<file path="src/rtl/io_map_pkg.sv">
// Shared I/O map: bus width, peripheral base addresses, UART status bit layout and TX FSM states.
// IO_UART_TX_PARITY_EN adds the TX_PARITY state to tx_state_t.
package io_map_pkg;

  localparam int CPU_WIDTH = 16;

  localparam logic [CPU_WIDTH-1:0] UART_TX_BASE = 16'h4000;
  localparam logic [CPU_WIDTH-1:0] UART_RX_BASE = 16'h4010;
  localparam logic [CPU_WIDTH-1:0] TIMER_BASE   = 16'h4020;
  localparam logic [CPU_WIDTH-1:0] GPIO_BASE    = 16'h4030;

  localparam int ST_BUSY      = 0;
  localparam int ST_FULL      = 1;
  localparam int ST_EMPTY     = 2;
  localparam int ST_OVF       = 3;
  localparam int ST_COUNT_LSB = 4;
  localparam int ST_COUNT_W   = 5;
  localparam int ST_PARITY    = 9;

  typedef enum logic [2:0] {
    TX_IDLE,
    TX_START,
    TX_DATA,
`ifdef IO_UART_TX_PARITY_EN
    TX_PARITY,
`endif
    TX_STOP
  } tx_state_t;

endpackage

</file>
<file path="src/rtl/io_uart_tx_if.sv">
// CPU I/O port bundle: address/store strobe/store data from the CPU, combinational read data back.
interface io_uart_tx_if;
  import io_map_pkg::*;

  logic [CPU_WIDTH-1:0] io_addr;
  logic                 io_write;
  logic [CPU_WIDTH-1:0] io_wr_data;
  logic [CPU_WIDTH-1:0] io_rd_data;

  modport master (
    output io_addr,
    output io_write,
    output io_wr_data,
    input  io_rd_data
  );

  modport slave (
    input  io_addr,
    input  io_write,
    input  io_wr_data,
    output io_rd_data
  );
endinterface

</file>
<file path="src/rtl/sync_fifo.sv">
// Generic single-clock FIFO: registered pointers/count, head visible combinationally on pop_data.
// Push while full is ignored (full is the pre-edge value); pop while empty is ignored.
module sync_fifo #(
  parameter int WIDTH = 8,
  parameter int DEPTH = 8
) (
  input  logic                     clock,
  input  logic                     reset,
  input  logic                     push,
  input  logic [WIDTH-1:0]         push_data,
  input  logic                     pop,
  output logic [WIDTH-1:0]         pop_data,
  output logic                     full,
  output logic                     empty,
  output logic [$clog2(DEPTH):0]   count
);

  localparam int AW = $clog2(DEPTH);

  logic [WIDTH-1:0] mem [DEPTH];
  logic [AW-1:0]    wr_ptr;
  logic [AW-1:0]    rd_ptr;
  logic             do_push;
  logic             do_pop;

  assign full     = (count == (AW+1)'(DEPTH));
  assign empty    = (count == '0);
  assign do_push  = push && !full;
  assign do_pop   = pop && !empty;
  assign pop_data = mem[rd_ptr];

  always_ff @(posedge clock or posedge reset) begin
    if (reset) begin
      wr_ptr <= '0;
      rd_ptr <= '0;
      count  <= '0;
    end else begin
      if (do_push) wr_ptr <= wr_ptr + AW'(1);
      if (do_pop)  rd_ptr <= rd_ptr + AW'(1);
      case ({do_push, do_pop})
        2'b10:   count <= count + (AW+1)'(1);
        2'b01:   count <= count - (AW+1)'(1);
        default: count <= count;
      endcase
    end
  end

  // Storage needs no reset: only entries below count are ever read.
  always_ff @(posedge clock) begin
    if (do_push) mem[wr_ptr] <= push_data;
  end

endmodule

</file>
<file path="src/rtl/io_uart_tx.sv">
// Memory-mapped UART transmitter: DATA/STATUS decode, byte FIFO, 8N1 serialiser; first start bit one clock after the store.
// IO_UART_TX_PARITY_EN inserts an even-parity bit before stop and sets STATUS bit9; stores to a full FIFO drop and set overflow.
module io_uart_tx
  import io_map_pkg::*;
#(
  parameter int                   CLKS_PER_BIT = 217,
  parameter int                   FIFO_DEPTH   = 8,
  parameter logic [CPU_WIDTH-1:0] BASE_ADDR    = 16'h4000
) (
  input  logic         clock,
  input  logic         reset,
  io_uart_tx_if.slave  bus,
  output logic         uart_tx,
  output logic         tx_active
);

  localparam int AW = $clog2(FIFO_DEPTH);
  localparam int BW = (CLKS_PER_BIT > 1) ? $clog2(CLKS_PER_BIT) : 1;
  localparam logic [BW-1:0]        BAUD_LAST   = BW'(CLKS_PER_BIT - 1);
  localparam logic [CPU_WIDTH-1:0] STATUS_ADDR = BASE_ADDR + CPU_WIDTH'(1);

  logic       data_sel;
  logic       status_sel;
  logic       push;
  logic       pop;
  logic       full;
  logic       empty;
  logic [7:0] head;
  logic [AW:0] count;
  logic       ovf_q;
  logic       baud_end;
  logic [CPU_WIDTH-1:0] status;
  logic       unused_wr_hi;

  tx_state_t  state_q, state_d;
  logic [BW-1:0] baud_q, baud_d;
  logic [2:0] idx_q, idx_d;
  logic [7:0] shreg_q, shreg_d;
  logic       tx_q, tx_d;
  logic       act_q, act_d;
`ifdef IO_UART_TX_PARITY_EN
  logic       par_q, par_d;
`endif

  assign data_sel     = (bus.io_addr == BASE_ADDR);
  assign status_sel   = (bus.io_addr == STATUS_ADDR);
  assign push         = bus.io_write && data_sel;
  assign unused_wr_hi = ^bus.io_wr_data[CPU_WIDTH-1:8];

  sync_fifo #(
    .WIDTH (8),
    .DEPTH (FIFO_DEPTH)
  ) u_fifo (
    .clock     (clock),
    .reset     (reset),
    .push      (push),
    .push_data (bus.io_wr_data[7:0]),
    .pop       (pop),
    .pop_data  (head),
    .full      (full),
    .empty     (empty),
    .count     (count)
  );

  always_ff @(posedge clock or posedge reset) begin
    if (reset) begin
      ovf_q <= 1'b0;
    end else if (push && full) begin
      ovf_q <= 1'b1;
    end else if (bus.io_write && status_sel && bus.io_wr_data[ST_OVF]) begin
      ovf_q <= 1'b0;
    end
  end

  always_comb begin
    status                               = '0;
    status[ST_BUSY]                      = (state_q != TX_IDLE);
    status[ST_FULL]                      = full;
    status[ST_EMPTY]                     = empty;
    status[ST_OVF]                       = ovf_q;
    status[ST_COUNT_LSB +: ST_COUNT_W]   = ST_COUNT_W'(count);
`ifdef IO_UART_TX_PARITY_EN
    status[ST_PARITY]                    = 1'b1;
`endif
    bus.io_rd_data = status_sel ? status : '0;
  end

  assign baud_end = (baud_q == BAUD_LAST);

  always_comb begin
    state_d = state_q;
    baud_d  = baud_q;
    idx_d   = idx_q;
    shreg_d = shreg_q;
    tx_d    = tx_q;
    act_d   = act_q;
    pop     = 1'b0;
`ifdef IO_UART_TX_PARITY_EN
    par_d   = par_q;
`endif
    case (state_q)
      TX_IDLE: begin
        if (!empty) begin
          pop     = 1'b1;
          shreg_d = head;
          baud_d  = '0;
          tx_d    = 1'b0;
          act_d   = 1'b1;
          state_d = TX_START;
`ifdef IO_UART_TX_PARITY_EN
          par_d   = ^head;
`endif
        end
      end
      TX_START: begin
        if (baud_end) begin
          baud_d  = '0;
          tx_d    = shreg_q[0];
          idx_d   = '0;
          state_d = TX_DATA;
        end else begin
          baud_d = baud_q + BW'(1);
        end
      end
      TX_DATA: begin
        if (baud_end) begin
          baud_d = '0;
          if (idx_q == 3'd7) begin
`ifdef IO_UART_TX_PARITY_EN
            tx_d    = par_q;
            state_d = TX_PARITY;
`else
            tx_d    = 1'b1;
            state_d = TX_STOP;
`endif
          end else begin
            // shreg[0] always holds the bit currently on the line
            idx_d   = idx_q + 3'd1;
            shreg_d = {1'b0, shreg_q[7:1]};
            tx_d    = shreg_q[1];
          end
        end else begin
          baud_d = baud_q + BW'(1);
        end
      end
`ifdef IO_UART_TX_PARITY_EN
      TX_PARITY: begin
        if (baud_end) begin
          baud_d  = '0;
          tx_d    = 1'b1;
          state_d = TX_STOP;
        end else begin
          baud_d = baud_q + BW'(1);
        end
      end
`endif
      TX_STOP: begin
        if (baud_end) begin
          baud_d  = '0;
          act_d   = 1'b0;
          state_d = TX_IDLE;
        end else begin
          baud_d = baud_q + BW'(1);
        end
      end
      default: begin
        state_d = TX_IDLE;
        tx_d    = 1'b1;
        act_d   = 1'b0;
        baud_d  = '0;
      end
    endcase
  end

  always_ff @(posedge clock or posedge reset) begin
    if (reset) begin
      state_q <= TX_IDLE;
      baud_q  <= '0;
      idx_q   <= '0;
      shreg_q <= '0;
      tx_q    <= 1'b1;
      act_q   <= 1'b0;
`ifdef IO_UART_TX_PARITY_EN
      par_q   <= 1'b0;
`endif
    end else begin
      state_q <= state_d;
      baud_q  <= baud_d;
      idx_q   <= idx_d;
      shreg_q <= shreg_d;
      tx_q    <= tx_d;
      act_q   <= act_d;
`ifdef IO_UART_TX_PARITY_EN
      par_q   <= par_d;
`endif
    end
  end

  assign uart_tx   = tx_q;
  assign tx_active = act_q;

endmodule

</file>
<file path="src/flat_wrapper.sv">
// flat-port wrapper written by rule: the top's interface ports become plain ports
module io_uart_tx_flat import io_map_pkg::*;
#(
  parameter int                   CLKS_PER_BIT = 217,
  parameter int                   FIFO_DEPTH   = 8,
  parameter logic [CPU_WIDTH-1:0] BASE_ADDR    = 16'h4000
)
  (clock, reset, uart_tx, tx_active, bus_io_addr, bus_io_write, bus_io_wr_data, bus_io_rd_data);
  io_uart_tx_if bus_i ();
  input  logic clock;
  input  logic reset;
  output logic uart_tx;
  output logic tx_active;
  input wire logic [$bits(bus_i.io_addr)-1:0] bus_io_addr;
  input wire logic [$bits(bus_i.io_write)-1:0] bus_io_write;
  input wire logic [$bits(bus_i.io_wr_data)-1:0] bus_io_wr_data;
  output wire logic [$bits(bus_i.io_rd_data)-1:0] bus_io_rd_data;
  assign bus_i.io_addr = bus_io_addr;
  assign bus_i.io_write = bus_io_write;
  assign bus_i.io_wr_data = bus_io_wr_data;
  assign bus_io_rd_data = bus_i.io_rd_data;
  io_uart_tx #(.CLKS_PER_BIT(CLKS_PER_BIT), .FIFO_DEPTH(FIFO_DEPTH), .BASE_ADDR(BASE_ADDR)) u_core (.clock(clock), .reset(reset), .bus(bus_i), .uart_tx(uart_tx), .tx_active(tx_active));
endmodule
</file>
<file path="config.mk">
export PLATFORM = sky130hd
export DESIGN_NAME = io_uart_tx_flat
export DESIGN_NICKNAME = d
export VERILOG_FILES = /design/src/rtl/io_map_pkg.sv /design/src/rtl/io_uart_tx_if.sv /design/src/rtl/sync_fifo.sv /design/src/rtl/io_uart_tx.sv /design/src/flat_wrapper.sv
export SDC_FILE = /design/constraint.sdc
export NUM_CORES = 1
export LEC_CHECK = 0
export CAP_MARGIN = 20
export CORE_MARGIN = 4
export CORE_UTILIZATION = 50
export DETAILED_ROUTE_END_ITERATION = 8
export GPL_ROUTABILITY_DRIVEN = 0
export MAX_ROUTING_LAYER = met4
export PLACE_DENSITY = 0.81
export SLEW_MARGIN = 15
export SYNTH_ARGS = -nofsm -noshare
export SYNTH_HDL_FRONTEND = slang
export SYNTH_SLANG_ARGS = --single-unit
</file>
<file path="constraint.sdc">
create_clock -name clock -period 4.51 [get_ports clock]
set_input_delay 0.6765 -clock clock [delete_from_list [all_inputs] [get_ports clock]]
set_output_delay 0.6765 -clock clock [all_outputs]
set_load 0.1 [all_outputs]
</file>
==> flow_summary_export.csv <==
group,metric,value,unit
status,status,"complete, no violations",
setup_path,crit_path_max_fanout,8,
sta,layout_setup_ws,1383,ps
floorplanning,die_w,104.3,um
cells_and_area,area_delta_synth_final,12.11,%
pwr,irDropWorstVdd,0.0002865,V
yosys,synth_enable_flop_cells,64,
yosys,ys_seq_elements,98,
sta,setup-tns-final,0,ps
pwr,p_switching,0.0009654,W
setup_path,critPathRequiredTime,3830,ps
setup_path,cp-end-kind,"primary output",
cells_and_area,layout.nets,402,
pwr,intPower,0.001751,W
pwr,p_clk_share,19.3,%
clock_network,cts_sinks,98,
sta,finalCritPeriodShare,69.34,%
clock_network,cts_tree,"done",
place,pre_cts_ws,1142,ps
sta,setup_violations,0,
clock_network,htree_levels,3,
routing,wl_per_cell,17.44,um
clock_network,numCtsBuffers,9,
pwr,power_density,522.2,nW/um2
routing,remaining_drc_errors,0,
sta,final_max_slew_viol_count,0,
routing,drtPass1Iterations,4,
pwr,pwr-share-comb,34.4,%
flow_run,cap_violations,0,
sta,maxSlewHeadroom,33.64,%
yosys,post-synth-top-count-cell,"edfxtp_1",
pwr,p_seq_share,46.3,%
clock_network,cts_resized,0,
yosys,netlist.area_leader.share,41.41,%
sta,timing.hold.ws,520.3,ps
sta,finalCriticalPeriod,3127,ps
floorplanning,start_util,52.20,%
min_path,holdPathStages,1,
global_routing,grt.total_usage,16.12,%
floorplanning,io_pins,53,
pwr,leakage,1.956,nW
clock_network,cts_root_buf,"clkbuf_8",
cells_and_area,antenna_cells,0,
yosys,ys_warn_count,0,
setup_path,criticalPathCategory,"input port to primary output",
pwr,swShare,35.54,%
yosys,synthTopCellsByArea,"edfxtp_1 (41%), dfrtp_1 (18%), mux4_1 (5.1%)",
yosys,synth_ff_type,"edfxtp_1",
floorplanning,floorplan.die_area,10890,um2
sta,worst_slew_pin_slew,995.4,ps
cells_and_area,n_fill_cell,681,
routing,drtAntennaViolNets,0,
setup_path,worst_setup_path_start_kind,"input port",
setup_path,critical_path_arrival,2450,ps
yosys,netlist_area,4641,um2
clock_network,clkTransAtPathRegs,90,ps
global_routing,grt_max_degree,35,
yosys,syn_inst,316,
floorplanning,coreArea,8891,um2
place,hpwlAfterDp,5.599,mm
yosys,async_reset_ff_share,34.69,%
sta,finalHoldViolations,0,
sta,timing.fmax,319.8,MHz
cells_and_area,layout-drive-gt1-share,16.20,%
min_path,hold_class,"flip-flop to flip-flop",
clock_network,cts_buffer_depth,2,
routing,drt-initial-drc-count,148,
floorplanning,chipHeight,104.3,um
routing,vias_per_cell,5.670,
global_routing,grt_pass1_vias,2531,
yosys,synthDistinctLibCells,53,
clock_network,post_cts_buffers,0,
global_routing,antenna_found_initial,0,
global_routing,grt_remaining_overflow,0,
sta,clock_skew,14.14,ps
clock_network,worstSkewPairLatency,360,ps
floorplanning,fp-row-count,34,
setup_path,r2r_cells,10,
yosys,synth_top_area_cell,"edfxtp_1",
sta,rsz0062_at_grt,"false",
place,portBuffers,36,
routing,dr_total_vias,2642,
routing,wl,8.128,mm
global_routing,grt_pass1_wl,13.39,mm
yosys,synth.top_cells.by_count,"edfxtp_1 (64), dfrtp_1 (33), o21ai_0 (15), ha_1 (14)",
pwr,finalPower,0.002717,W
clock_network,cts_hold_buf,0,
yosys,ys_seq_area_share,59.77,%
yosys,syn-mean-instance-area,14.69,um2
==> flip-flops by register name, summed over array words and instances (netlist names) <==
register and count:
u_core.baud_q 8, u_core.idx_q 3, u_core.ovf_q 1, u_core.shreg_q 8, u_core.state_q 2, u_core.tx_active 1, u_core.u_fifo.count 4, u_core.u_fifo.mem 64
u_core.u_fifo.rd_ptr 3, u_core.u_fifo.wr_ptr 3, u_core.uart_tx 1
==> path summary, 6_finish.rpt <==
check	end	start	slack, ps
min in group asynchronous	u_core.baud_q[4]	reset	710
max in group asynchronous	u_core.uart_tx	reset	3450
worst max-delay path	bus_io_rd_data[0]	bus_io_addr[9]	1380
worst min register to register	u_core.tx_active	u_core.tx_active	520
worst max register to register	u_core.u_fifo.count[2]	u_core.u_fifo.count[1]	1860
worst min-delay path	u_core.tx_active	u_core.tx_active	520
==> worst max-delay path, cell delays in order <==
cell and delay, ps:
clkdlybuf4s50_1 400, nor4_1 280, and3_1 320, and3_1 310
nor2b_1 160, buf_4 300
==> layer usage <==
layer / up-vias / track usage [%] / wire, um
li1: 1258 / - / -
met1: 1320 / 21.11 / 3560
met2: 60 / 25.51 / 4179
met3: 4 / 4.718 / 350
met4: 0 / 2.849 / 38
met5: - / - / 0
==> area by class of cell <==
class	instances	area [um2]	share of cell area, %
Sequential cell	98	2774	53.32
Multi-Input combinational cell	193	1687	32.42
Timing Repair Buffer	43	392.9	7.552
Tap cell	108	135.1	2.597
Clock buffer	9	123.9	2.381
Clock inverter	7	60.06	1.154
Inverter	8	30.03	0.5772
==> power groups by stage <==
stage                     registers (W)  clock network [W]  logic (W)
after detailed placement        0.00128                  0   0.000940
after CTS                       0.00126           0.000540   0.000942
after global routing            0.00129           0.000584    0.00103
after floorplan                 0.00122                  0   0.000844
final                           0.00126           0.000524   0.000934
after global placement          0.00127                  0   0.000905
==> placed cells by master (no fill, tap or decap), types with 3 or more instances in the layout <==
master,synthesis,routed
nand2_1,13,13
mux4_1,9,9
inv_1,8,8
nor4_1,3,3
nand4_1,3,3
nand2b_1,3,3
xor2_1,7,7
clkdlybuf4s50_1,0,28
and2_1,8,8
and3_1,3,3
dfrtp_1,33,33
nor2b_1,4,4
nand3_1,5,5
conb_1,1,8
mux2_2,13,13
mux4_2,7,7
xnor2_1,4,4
a22o_1,7,7
buf_4,10,15
o21ai_0,15,15
clkbuf_8,0,9
ha_1,14,14
nor3_1,8,8
o21ai_1,7,7
edfxtp_1,64,64
a21oi_1,6,6
mux2i_1,9,9
nor2_1,11,11
==> metrics by stage <==
step	instance area, um2	instances	util [%]
floorplan	4667	323	-
global placement	5019	450	56.45
detailed placement	5019	450	56.45
CTS	5202	466	58.51
global route	5202	466	58.51
finish	5202	466	58.51
==> cells by family (layout without fill, tap and decap cells) <==
| kind of cell | after synthesis | count (layout) | synth area share, % |
|---|---|---|---|
| muxes | 38 | 38 | 13.59 |
| adders and majority gates | 14 | 14 | 3.775 |
| buffers and inverters | 32 | 67 | 4.448 |
| xor gates and xnor gates | 11 | 11 | 2.076 |
| other | 1 | 8 | 0.08081 |
| AOI/OAI and AO/OA | 48 | 48 | 7.199 |
| and+or+nand+nor | 74 | 74 | 9.060 |
| DFF | 98 | 98 | 59.77 |
Power figures use the tool's default switching activity.
